==> src/rtl/spi_ram_arbiter.sv <==
// spi_ram_arbiter: turns SPI slave frames into address-register updates and RAM
// accesses, and shares the single RAM port with a local host.
module spi_ram_arbiter #(
    parameter int ADDR_SIZE = 8,
    parameter int MEM_WIDTH = 8,
    parameter bit RR_EN     = 1'b1
) (
    input  logic                 clk,
    input  logic                 rst_n,
    input  logic [ADDR_SIZE+1:0] rx_data,
    input  logic                 rx_valid,
    output logic [MEM_WIDTH-1:0] tx_data,
    output logic                 tx_valid,
    input  logic                 host_req,
    input  logic                 host_we,
    input  logic [ADDR_SIZE-1:0] host_addr,
    input  logic [MEM_WIDTH-1:0] host_wdata,
    output logic                 host_gnt,
    output logic [MEM_WIDTH-1:0] host_rdata,
    output logic                 host_rvalid,
    output logic                 ram_en,
    output logic                 ram_we,
    output logic [ADDR_SIZE-1:0] ram_addr,
    output logic [MEM_WIDTH-1:0] ram_wdata,
    input  logic [MEM_WIDTH-1:0] ram_rdata,
    output logic                 spi_ovf
);

    if (MEM_WIDTH != ADDR_SIZE) begin : g_width_check
        $fatal(1, "spi_ram_arbiter: MEM_WIDTH must equal ADDR_SIZE");
    end

    typedef enum logic [1:0] {
        IDLE = 2'd0,
        ACC  = 2'd1,
        RESP = 2'd2
    } state_t;

    state_t               state_r;
    state_t               state_s;
    logic [ADDR_SIZE-1:0] wr_addr_r;
    logic [ADDR_SIZE-1:0] rd_addr_r;
    logic                 buf_v_r;
    logic                 buf_we_r;
    logic [ADDR_SIZE-1:0] buf_addr_r;
    logic [MEM_WIDTH-1:0] buf_data_r;
    logic                 last_host_r;
    logic                 win_host_r;
    logic                 acc_rd_r;

    logic [1:0]           cmd_s;
    logic [ADDR_SIZE-1:0] payload_s;
    logic                 ram_frame_s;
    logic                 spi_clr_s;
    logic                 grant_s;
    logic                 pick_host_s;

    assign cmd_s       = rx_data[ADDR_SIZE+1:ADDR_SIZE];
    assign payload_s   = rx_data[ADDR_SIZE-1:0];
    assign ram_frame_s = rx_valid & cmd_s[0];
    // The buffer frees at the end of the SPI access cycle, so a frame arriving then still fits.
    assign spi_clr_s   = (state_r == ACC) & ~win_host_r;

    // Arbitration: choose the winner among the buffered SPI access and the host while IDLE.
    always_comb begin
        grant_s     = 1'b0;
        pick_host_s = 1'b0;
        if (state_r == IDLE) begin
            grant_s = buf_v_r | host_req;
            if (buf_v_r && host_req) begin
                pick_host_s = RR_EN ? ~last_host_r : 1'b0;
            end else begin
                pick_host_s = host_req;
            end
        end else begin
            grant_s     = 1'b0;
            pick_host_s = 1'b0;
        end
    end

    // Next-state logic: IDLE -> ACC -> (read ? RESP : IDLE), RESP -> IDLE.
    always_comb begin
        state_s = state_r;
        case (state_r)
            IDLE: begin
                if (grant_s) begin
                    state_s = ACC;
                end else begin
                    state_s = IDLE;
                end
            end
            ACC: begin
                if (acc_rd_r) begin
                    state_s = RESP;
                end else begin
                    state_s = IDLE;
                end
            end
            RESP:    state_s = IDLE;
            default: state_s = IDLE;
        endcase
    end

    // State register and registered RAM port; ram_en is a one-cycle pulse launched from IDLE.
    always_ff @(posedge clk or negedge rst_n) begin
        if (!rst_n) begin
            state_r     <= IDLE;
            ram_en      <= 1'b0;
            ram_we      <= 1'b0;
            ram_addr    <= {ADDR_SIZE{1'b0}};
            ram_wdata   <= {MEM_WIDTH{1'b0}};
            host_gnt    <= 1'b0;
            last_host_r <= 1'b1;
            win_host_r  <= 1'b0;
            acc_rd_r    <= 1'b0;
        end else begin
            state_r  <= state_s;
            ram_en   <= grant_s;
            host_gnt <= grant_s & pick_host_s;
            if (grant_s) begin
                last_host_r <= pick_host_s;
                win_host_r  <= pick_host_s;
                if (pick_host_s) begin
                    ram_we    <= host_we;
                    ram_addr  <= host_addr;
                    ram_wdata <= host_wdata;
                    acc_rd_r  <= ~host_we;
                end else begin
                    ram_we    <= buf_we_r;
                    ram_addr  <= buf_addr_r;
                    ram_wdata <= buf_data_r;
                    acc_rd_r  <= ~buf_we_r;
                end
            end else begin
                ram_we <= 1'b0;
            end
        end
    end

    // SPI frame decode: address registers, the one-entry access buffer and sticky overflow.
    always_ff @(posedge clk or negedge rst_n) begin
        if (!rst_n) begin
            wr_addr_r  <= {ADDR_SIZE{1'b0}};
            rd_addr_r  <= {ADDR_SIZE{1'b0}};
            buf_v_r    <= 1'b0;
            buf_we_r   <= 1'b0;
            buf_addr_r <= {ADDR_SIZE{1'b0}};
            buf_data_r <= {MEM_WIDTH{1'b0}};
            spi_ovf    <= 1'b0;
        end else begin
            if (rx_valid && !cmd_s[0]) begin
                if (cmd_s[1]) begin
                    rd_addr_r <= payload_s;
                end else begin
                    wr_addr_r <= payload_s;
                end
            end
            // Address registers are read before this cycle's update takes effect.
            if (ram_frame_s && (!buf_v_r || spi_clr_s)) begin
                buf_v_r    <= 1'b1;
                buf_we_r   <= ~cmd_s[1];
                buf_addr_r <= cmd_s[1] ? rd_addr_r : wr_addr_r;
                buf_data_r <= payload_s;
            end else if (spi_clr_s) begin
                buf_v_r <= 1'b0;
            end
            if (ram_frame_s && buf_v_r && !spi_clr_s) begin
                spi_ovf <= 1'b1;
            end
        end
    end

    // Read-data return: capture ram_rdata in RESP and pulse the owner's valid next cycle.
    always_ff @(posedge clk or negedge rst_n) begin
        if (!rst_n) begin
            tx_data     <= {MEM_WIDTH{1'b0}};
            tx_valid    <= 1'b0;
            host_rdata  <= {MEM_WIDTH{1'b0}};
            host_rvalid <= 1'b0;
        end else begin
            tx_valid    <= (state_r == RESP) & ~win_host_r;
            host_rvalid <= (state_r == RESP) & win_host_r;
            if (state_r == RESP) begin
                if (win_host_r) begin
                    host_rdata <= ram_rdata;
                end else begin
                    tx_data <= ram_rdata;
                end
            end
        end
    end

endmodule

==> config.mk <==
export PLATFORM = sky130hd
export DESIGN_NAME = spi_ram_arbiter
export DESIGN_NICKNAME = d
export VERILOG_FILES = /design/src/rtl/spi_ram_arbiter.sv
export SDC_FILE = /design/constraint.sdc
export NUM_CORES = 1
export LEC_CHECK = 0
export BUFFER_PORTS_ARGS = -buffer_cell sky130_fd_sc_hd__buf_2
export CORE_ASPECT_RATIO = 2
export CORE_MARGIN = 1.5
export CORE_UTILIZATION = 57
export DETAILED_ROUTE_END_ITERATION = 8
export MAX_ROUTING_LAYER = met4
export PLACE_DENSITY = 0.8
export SLEW_MARGIN = 20
export SYNTH_ARGS = -nofsm -noshare
export SYNTH_HDL_FRONTEND = slang
export SYNTH_SLANG_ARGS = --single-unit
==> constraint.sdc <==
create_clock -name clk -period 5.3 [get_ports clk]
set_input_delay 1.06 -clock clk [delete_from_list [all_inputs] [get_ports clk]]
set_output_delay 1.06 -clock clk [all_outputs]
set_load 0.02 [all_outputs]
==> results of run 1 <==
-- state kept, by name (all words and copies together), names as in the netlist, 2 cells and up --
| signal | cells |
|---|---|
| buf_addr_r | 8 |
| buf_data_r | 8 |
| host_rdata | 8 |
| ram_addr | 8 |
| ram_wdata | 8 |
| rd_addr_r | 8 |
| tx_data | 8 |
| wr_addr_r | 8 |
| state_r | 2 |
-- path summary, 6_finish.rpt --
kind / to / startpoint
worst max-delay path: wr_addr_r[6]$_DFFE_PN0P_ / rx_data[9]
worst min-delay path: spi_ovf$_DFFE_PN0P_ / spi_ovf$_DFFE_PN0P_
worst max register to register: buf_data_r[5]$_DFFE_PN0P_ / state_r[1]$_DFF_PN0_
worst min register to register: spi_ovf$_DFFE_PN0P_ / spi_ovf$_DFFE_PN0P_
max in group asynchronous: buf_data_r[6]$_DFFE_PN0P_ / rst_n
min in group asynchronous: host_rdata[5]$_DFFE_PN0P_ / rst_n
-- layer usage --
layer / vias up / part of all wire / global-route usage
li1: 997 / - / -
met1: 1043 / 0.38 / 0.2421
met2: 69 / 0.55 / 0.3946
met3: 13 / 0.048 / 0.06340
met4: 0 / 0.023 / 0.1045
met5: - / 0 / -
-- per-stage QoR --
| stage | power, mW | util | hold WS [ns] | worst slack, ns |
|---|---|---|---|---|
| after floorplan | 1.630 | - | 0.4737 | 3.287 |
| after global placement | 1.871 | 0.6649 | 0.4624 | 2.636 |
| final | 2.289 | 0.6996 | 0.4826 | 3.250 |
| after CTS | 2.311 | 0.6996 | 0.4869 | 3.232 |
| after global routing | 2.431 | 0.6996 | 0.4988 | 3.183 |
| after detailed placement | 1.912 | 0.6656 | 0.4697 | 2.866 |
-- where the power goes --
| part | leakage [nW] | switching (mW) | internal, mW |
|---|---|---|---|
| Sequential | 0.911 | 0.138 | 0.831 |
| Clock | 0.0965 | 0.191 | 0.207 |
| Combinational | 0.773 | 0.522 | 0.400 |
| Total | 1.78 | 0.851 | 1.44 |
-- layout make-up --
cell class	instances	area, um2	share of cell area
repair buffers	77	390.4	0.1039
flip-flops and latches	76	1903	0.5063
inverters	3	11.26	0.002996
clock inverters	2	10.01	0.002663
multi-input cells	144	1196	0.3182
well taps	60	75.07	0.01997
clock buffers	14	172.7	0.04594
-- logic make-up (layout without fill, tap and decap cells) --
kind of cell,count (synthesis),count (layout),synth area share
buffers and inverters,15,96,0.02445
multiplexers,57,57,0.2125
AO/OA/AOI/OAI,58,58,0.1171
AND/OR/NAND/NOR,29,29,0.04614
flip-flops,76,76,0.5998
-- synthesized netlist by cell type (2+ instances only) --
master and instances:
mux2_2 47, inv_1 3, o31ai_1 15, nor2_1 18, clkbuf_1 6, o21ai_0 16, a21oi_1 16, dfrtp_1 75
nand2_1 3, a21o_1 2, nand3b_1 2, mux2_4 9, buf_2 4
-- worst max-delay path, cell delays in order --
cell and delay, ns:
buf_2 0.19, nor3b_2 0.61, mux2_2 0.41
==> results.sh, run 1 <==
export IMPL_run_status="finished, final reports clean"
export IMPL_cts_root_buf="clkbuf_8"
export IMPL_ys_types=32
export IMPL_drc=0
export IMPL_crit_arrival_ns=2.27
export IMPL_synth_seq_cells=76
export IMPL_synth_avg_cell_area_um2=13.50
export IMPL_clkLatencyLatePin_ns=0.34
export IMPL_rsz0062_at_grt="no"
export IMPL_hold_path_class="reg -> reg"
export IMPL_clock_path_buffers=2
export IMPL_worstSetupPathType="in -> reg"
export IMPL_ys_seq_area_frac=0.5998
export IMPL_post_cts_setup_buffer_count=0
export IMPL_maxCapViolations=0
export IMPL_p_leak_nw=1.781
export IMPL_drtIter0Drc=50
export IMPL_drive_above_1_share=0.4905
export IMPL_antenna_found_initial=0
export IMPL_holdBufCountCts=0
export IMPL_final_min_clock_period_ns=2.050
export IMPL_h_tree_depth=3
export IMPL_global_route_overflow_total=0
export IMPL_fillers=418
export IMPL_netlist_area_leader_share=0.5915
export IMPL_drv_slew=0
export IMPL_num_antenna_cells=0
export IMPL_cp_required_ns=5.52
export IMPL_wl_per_cell_um=16.46
export IMPL_dpl_cell_area_um2=3576
export IMPL_holdPathStages=1
export IMPL_initial_core_util=0.5906
export IMPL_grt_max_degree=77
export IMPL_die_y_um=108.5
export IMPL_via_count=2122
export IMPL_cts_tree="yes"
export IMPL_setup_viol=0
export IMPL_clkSinkCount=76
export IMPL_period_share=0.3867
export IMPL_die_width_um=55.76
export IMPL_async_reset_ff_frac=1.000
export IMPL_fin_nets=350
export IMPL_netlist_area_um2=3173
export IMPL_syn_instance_count=235
export IMPL_power_density_nw_per_um2=609.0
export IMPL_synth_nets=274
export IMPL_drt_pass1_iter_count=4
export IMPL_grt_pass1_wl_um=10220
export IMPL_grtUsageTotal=0.2293
export IMPL_cts_buffers_inserted=9
export IMPL_layout_cells_most_common_list="dfrtp_1 (75), buf_2 (75), mux2_2 (47)"
export IMPL_worstPathMaxFanout=11
export IMPL_ir_drop_mv=0.3646
export IMPL_cts_resized=0
export IMPL_rrSetupSlack_ns=3.34
export IMPL_routed_wirelength_um=6190
export IMPL_endpoint_kind="flip-flop"
export IMPL_die_area_um2=6050
export IMPL_portBuffers=76
export IMPL_yosysWarnings=0
export IMPL_core_um2=5373
export IMPL_maxSlewHeadroom=0.3579
export IMPL_synth_area_leaders="dfrtp_1 (59%), mux2_2 (17%), mux2_4 (4.3%)"
export IMPL_finalNonFillerCells=376
export IMPL_synth_edf_count=0
export IMPL_fin_tns_setup_ns=0
export IMPL_syn_to_final_growth_pct=18.45
export IMPL_clk_pin_slew_ns=0.06
export IMPL_numPlacedInstances=360
export IMPL_dp_hpwl_um=4626
export IMPL_io_pins=77
export IMPL_synth_area_leader_cell="dfrtp_1"
export IMPL_design_area_um2=3759
export IMPL_ant_nets=0
export IMPL_place_gp_congestion=0.8617
export IMPL_grt_pass1_vias=2210
export IMPL_fp_row_count=38
export IMPL_fmax_ghz=0.4879
export IMPL_reg2reg_depth=3
export IMPL_finalHoldViolCount=0
export IMPL_synth_ff_type="dfrtp_1"
export IMPL_clock_skew_ns=0.006769
export IMPL_critPathLaunchType="primary input"
export IMPL_post_drt_via_cell_ratio=5.644
export IMPL_worst_pin_slew_ns=0.9597
Note: power is estimated with default switching activity, not from simulation.
==> run 2, diff against run 1 <==
- CORE_UTILIZATION: 57 -> 53
- PLACE_DENSITY: 0.8 -> 0.75
- clock period: 5.3 -> 2.15 ns (I/O delays scaled with it)
==> run 2 against run 1 <==
  * The run now ends with design-rule violations left
  * Global-route usage decreased by 0.27 points
  * Sequential power grew 150%
  * First-iteration DRC count up 90%
  * Largest power group unchanged
  * Critical path type is now reg -> reg
  * Clock power increased to 3.4 times the previous value
  * Sequential share of layout area down 2.1 points
  * Cell count up 2.4%
  * Die area up 7.2%
  * Wire length is 4.3% higher
  * Critical endpoint is now buf_data_r[6]$_DFFE_PN0P_
  * Combinational power rose to 2.6 times the previous value
  * Total power rose to 2.7 times the previous value
  * Count of clock-buffer cells in the layout down 1
==> results.sh, run 2 (synthesized netlist as in run 1, its figures left out) <==
export IMPL_finalHoldViolCount=0
export IMPL_wl_per_cell_um=16.76
export IMPL_die_area_um2=6488
export IMPL_die_width_um=57.71
export IMPL_totalPowerFinal_mw=6.123
export IMPL_fp_row_count=39
export IMPL_final_min_clock_period_ns=1.803
export IMPL_cts_root_buf="clkbuf_16"
export IMPL_syn_to_final_growth_pct=23.66
export IMPL_dp_hpwl_um=4749
export IMPL_clock_skew_ns=0.003774
export IMPL_grtUsageTotal=0.2266
export IMPL_drt_pass1_iter_count=6
export IMPL_post_drt_via_cell_ratio=5.569
export IMPL_worstSetupStartpoint="state_r[0]$_DFF_PN0_"
export IMPL_cp_required_ns=2.37
export IMPL_violations="design-rule violations"
export IMPL_place_gp_congestion=0.7730
export IMPL_core_um2=5758
export IMPL_power_density_nw_per_um2=1561
export IMPL_worstPathMaxFanout=17
export IMPL_numPlacedInstances=370
export IMPL_setup_viol=0
export IMPL_holdBufCountCts=0
export IMPL_ir_drop_mv=0.6932
export IMPL_initial_core_util=0.5511
export IMPL_rrSetupSlack_ns=0.35
export IMPL_clk_pin_slew_ns=0.05
export IMPL_cts_resized=0
export IMPL_routed_wirelength_um=6454
export IMPL_fillers=440
export IMPL_num_antenna_cells=0
export IMPL_h_tree_depth=3
export IMPL_clkLatencyLatePin_ns=0.34
export IMPL_worst_pin_slew_ns=0.9572
export IMPL_grt_pass1_wl_um=10600
export IMPL_cts_tree="yes"
export IMPL_ant_nets=0
export IMPL_drv_slew=0
export IMPL_dp_slack_ns=0.3732
export IMPL_io_pins=77
export IMPL_period_share=0.8384
export IMPL_crit_path_end="buf_data_r[6]$_DFFE_PN0P_"
export IMPL_antenna_found_initial=0
export IMPL_portBuffers=76
export IMPL_layout_cells_most_common_list="dfrtp_1 (75), buf_2 (75), mux2_2 (47)"
export IMPL_maxCapViolations=0
export IMPL_design_area_um2=3924
export IMPL_fin_nets=359
export IMPL_rsz0062_at_grt="no"
export IMPL_drive_above_1_share=0.5000
export IMPL_grt_pass1_vias=2247
export IMPL_reg2reg_depth=4
export IMPL_clock_path_buffers=2
export IMPL_fmax_ghz=0.5548
export IMPL_drtIter0Drc=95
export IMPL_hold_path_class="in -> async"
export IMPL_regArea_um2=1903
export IMPL_maxSlewHeadroom=0.3595
export IMPL_timing_rr_end="buf_data_r[6]$_DFFE_PN0P_"
export IMPL_crit_arrival_ns=2.02
export IMPL_final_util=0.6814
export IMPL_grt_max_degree=46
export IMPL_via_count=2144
export IMPL_worst_slack_ns=0.3474
export IMPL_drc=10
export IMPL_run_status="finished, violations left"
export IMPL_finalNonFillerCells=385
export IMPL_post_cts_setup_buffer_count=0
export IMPL_multiInputGateArea_um2=1192
export IMPL_endpoint_kind="flip-flop"
export IMPL_dpl_cell_area_um2=3654
export IMPL_global_route_overflow_total=0
export IMPL_cts_buffers_inserted=9
export IMPL_reg2reg_from="state_r[0]$_DFF_PN0_"
export IMPL_critPathLaunchType="flip-flop"
export IMPL_p_leak_nw=1.867
export IMPL_whs_ns=0.08983
export IMPL_worstSetupPathType="reg -> reg"
export IMPL_fin_tns_setup_ns=0
export IMPL_die_y_um=112.4
export IMPL_clkSinkCount=76
## run 2: cell count changes in the layout (fill, tap and decap cells not counted), sizes merged
cell,change
buf,+9
clkbuf,-1
## run 2: where the power goes
group | total (mW) | switching, mW | internal (mW)
combinational | 2.37 | 1.31 | 1.05
sequential | 2.39 | 0.339 | 2.05
clock | 1.36 | 0.532 | 0.833
total | 6.12 | 2.18 | 3.94
## run 2: worst min path at each step
stage	startpoint	endpoint	slack (ns)
4_1_cts	rst_n	ram_wdata[2]$_DFFE_PN0P_	0.11
5_1_grt	rst_n	ram_wdata[2]$_DFFE_PN0P_	0.14
3_3_place_gp	rst_n	ram_wdata[2]$_DFFE_PN0P_	0.46
6_report	rst_n	ram_wdata[2]$_DFFE_PN0P_	0.09
2_1_floorplan	rst_n	acc_rd_r$_DFFE_PN0P_	0.13
3_5_place_dp	spi_ovf$_DFFE_PN0P_	spi_ovf$_DFFE_PN0P_	0.46
## run 2: area by class of cell
cell class,instances,area share
sequential,76,0.4850
inverter,3,0.002870
clock buffer,13,0.06633
tap,61,0.01945
multi-input combinational,144,0.3039
timing repair buffer,86,0.1199
clock inverter,2,0.002551
## run 2: per-layer routing
metal  vias up  wire length, um  global-route usage
li1       1012                -                   -
met3        12              366             0.07258
met4         0              171              0.1101
met1      1053             2457              0.2367
met2        67             3458              0.3750
met5         -                0                   -
## run 2: critical path, stage by stage, from the launching register on
cell	delay [ns]
dfrtp_1	0.46
or3b_4	0.43
a21oi_4	0.14
buf_4	0.28
mux2_2	0.37
==> run 3, diff against run 2 <==
- CORE_UTILIZATION: 53 -> 48
- PLACE_DENSITY: 0.75 -> 0.72
- clock period: 2.15 -> 1.55 ns (I/O delays scaled with it)
==> run 3 against run 2 <==
  * The flow finishes with violations (negative setup slack)
  * Combinational power rose by 54%
  * Total power rose by 51%
  * Via count rose by 4.1%
  * Register-to-register slack got worse by 0.40 ns
  * Sequential share of layout area fell by 2.7 points
  * First-iteration DRC count fell by 42%
  * Worst setup slack got worse by 0.40 ns
  * Count of clock-buffer cells in the layout fell by 1
  * Wire length rose by 4.1%
  * Largest cell class unchanged
  * Largest power group is now combinational logic
==> results.sh, run 3 (synthesized netlist as in run 1, its figures left out) <==
export IMPL_run_status="finished, violations left"
export IMPL_violations="negative setup slack"
export IMPL_combPwrFrac=0.394
export IMPL_fp_row_count=41
export IMPL_dp_slack_ns=-0.02874
export IMPL_worstPathMaxFanout=11
export IMPL_slowest_delay_ns=0.43
export IMPL_crit_arrival_ns=1.83
export IMPL_grt_max_degree=28
export IMPL_grt_pass1_wl_um=10980
export IMPL_clkSinkCount=76
export IMPL_numPlacedInstances=405
export IMPL_global_route_overflow_total=0
export IMPL_portBuffers=76
export IMPL_fillers=502
export IMPL_routed_wirelength_um=6716
export IMPL_via_count=2231
export IMPL_clock_skew_ns=0.004422
export IMPL_place_gp_congestion=0.7880
export IMPL_grt_pass1_vias=2271
export IMPL_grtUsageTotal=0.2121
export IMPL_cts_root_buf="clkbuf_16"
export IMPL_clock_path_buffers=2
export IMPL_p_int_mw=6.067
export IMPL_initial_core_util=0.4988
export IMPL_final_common_cell="buf_2"
export IMPL_drv_slew=0
export IMPL_final_min_clock_period_ns=1.605
export IMPL_setup_viol=16
export IMPL_critPathLaunchType="flip-flop"
export IMPL_h_tree_depth=3
export IMPL_switchingPower_mw=3.168
export IMPL_worst_slack_ns=-0.05542
export IMPL_worst_pin_slew_ns=0.5919
export IMPL_finalNonFillerCells=423
export IMPL_power_density_nw_per_um2=2219
export IMPL_dp_hpwl_um=4973
export IMPL_antenna_found_initial=0
export IMPL_dpl_cell_area_um2=3774
export IMPL_whs_ns=0.2174
export IMPL_drt_pass1_iter_count=4
export IMPL_cts_tree="yes"
export IMPL_worstSetupPathType="reg -> reg"
export IMPL_finalHoldViolCount=0
export IMPL_ir_drop_mv=1.249
export IMPL_num_antenna_cells=0
export IMPL_clkLatencyLatePin_ns=0.34
export IMPL_layout_cells_most_common_list="buf_2 (75), dfrtp_1 (74), mux2_2 (45)"
export IMPL_wl_per_cell_um=15.88
export IMPL_design_area_um2=4161
export IMPL_maxSlewHeadroom=0.6050
export IMPL_fmax_ghz=0.6229
export IMPL_maxCapViolations=0
export IMPL_p_leak_nw=1.971
export IMPL_crit_chain="or3b_4 > a21oi_4 > buf_12 > mux2_2"
export IMPL_cp_required_ns=1.77
export IMPL_hold_path_class="in -> reg"
export IMPL_die_width_um=60.49
export IMPL_die_area_um2=7137
export IMPL_slowest_stage="or3b_4"
export IMPL_post_drt_via_cell_ratio=5.274
export IMPL_drc=0
export IMPL_clk_pin_slew_ns=0.06
export IMPL_totalPowerFinal_mw=9.235
export IMPL_syn_to_final_growth_pct=31.15
export IMPL_switching_share=0.3430
export IMPL_io_pins=77
export IMPL_fin_nets=371
export IMPL_core_um2=6361
export IMPL_endpoint_kind="flip-flop"
export IMPL_ant_nets=0
export IMPL_p_clk_frac=0.250
export IMPL_pwr_share_seq=0.356
export IMPL_drtIter0Drc=55
export IMPL_cts_buffers_inserted=9
export IMPL_drive_above_1_share=0.5430
export IMPL_die_y_um=118.0
export IMPL_period_share=1.036
export IMPL_rsz0062_at_grt="yes"
## run 3: worst max-delay path: cells and delay by family, from the launching register on
family | cells | cell delay (ns)
muxes | 1 | 0.33
DFF | 1 | 0.38
AOI/OAI and AO/OA | 1 | 0.19
buffers and inverters | 1 | 0.16
and+or+nand+nor | 1 | 0.43
## run 3: what timing repair did
action	CTS	global route
hold buffers	1	0
resized for setup	1	13
hold endpoints to repair	23	0
setup endpoints to repair	12	32
buffers inserted	0	1
## run 3: worst paths after layout
| kind | to | startpoint | slack (ns) | cells past startpoint |
|---|---|---|---|---|
| setup / recovery | buf_addr_r[1]$_DFFE_PN0P_ | state_r[1]$_DFF_PN0_ | -0.06 | 4 |
| hold / removal | tx_data[4]$_DFFE_PN0P_ | ram_rdata[4] | 0.22 | 2 |
| max in group asynchronous | ram_wdata[2]$_DFFE_PN0P_ | rst_n | 0.55 | 3 |
| hold reg to reg | spi_ovf$_DFFE_PN0P_ | spi_ovf$_DFFE_PN0P_ | 0.49 | 1 |
| setup reg to reg | buf_addr_r[1]$_DFFE_PN0P_ | state_r[1]$_DFF_PN0_ | -0.06 | 4 |
| min in group asynchronous | tx_data[2]$_DFFE_PN0P_ | rst_n | 0.43 | 2 |
## run 3: cell type report
class	instances	area, um2	share of cell area
multi-input cells	144	1222	0.2937
clock inverters	4	70.07	0.01684
repair buffers	98	579.3	0.1392
well taps	86	107.6	0.02586
inverters	3	11.26	0.002706
flip-flops and latches	76	1904	0.4576
clock buffers	12	266.5	0.06404
## run 3: power by group through the flow
stage | clock, mW | sequential, mW | combinational [mW]
final | 2.31 | 3.28 | 3.64
after CTS | 2.34 | 3.28 | 3.53
after global placement | 0 | 3.27 | 3.44
after floorplan | 0 | 3.81 | 1.77
after detailed placement | 0 | 3.32 | 3.50
after global routing | 2.43 | 3.40 | 3.96
## run 3: stage by stage
step                        util  setup TNS [ns]
after global placement    0.5932               0
after detailed placement  0.5932         -0.1834
after CTS                 0.6483         -0.4885
final                     0.6542         -0.5657
after floorplan                -          -1.710
after global routing      0.6542          -1.255
## run 3: routing by layer
metal	global-route usage	wire length (um)	share of wire	up-vias
li1	-	-	-	1044
met1	0.2438	2691	0.40	1111
met2	0.3458	3598	0.54	66
met3	0.04725	278	0.041	10
met4	0.08967	148	0.022	0
met5	-	0	0	-
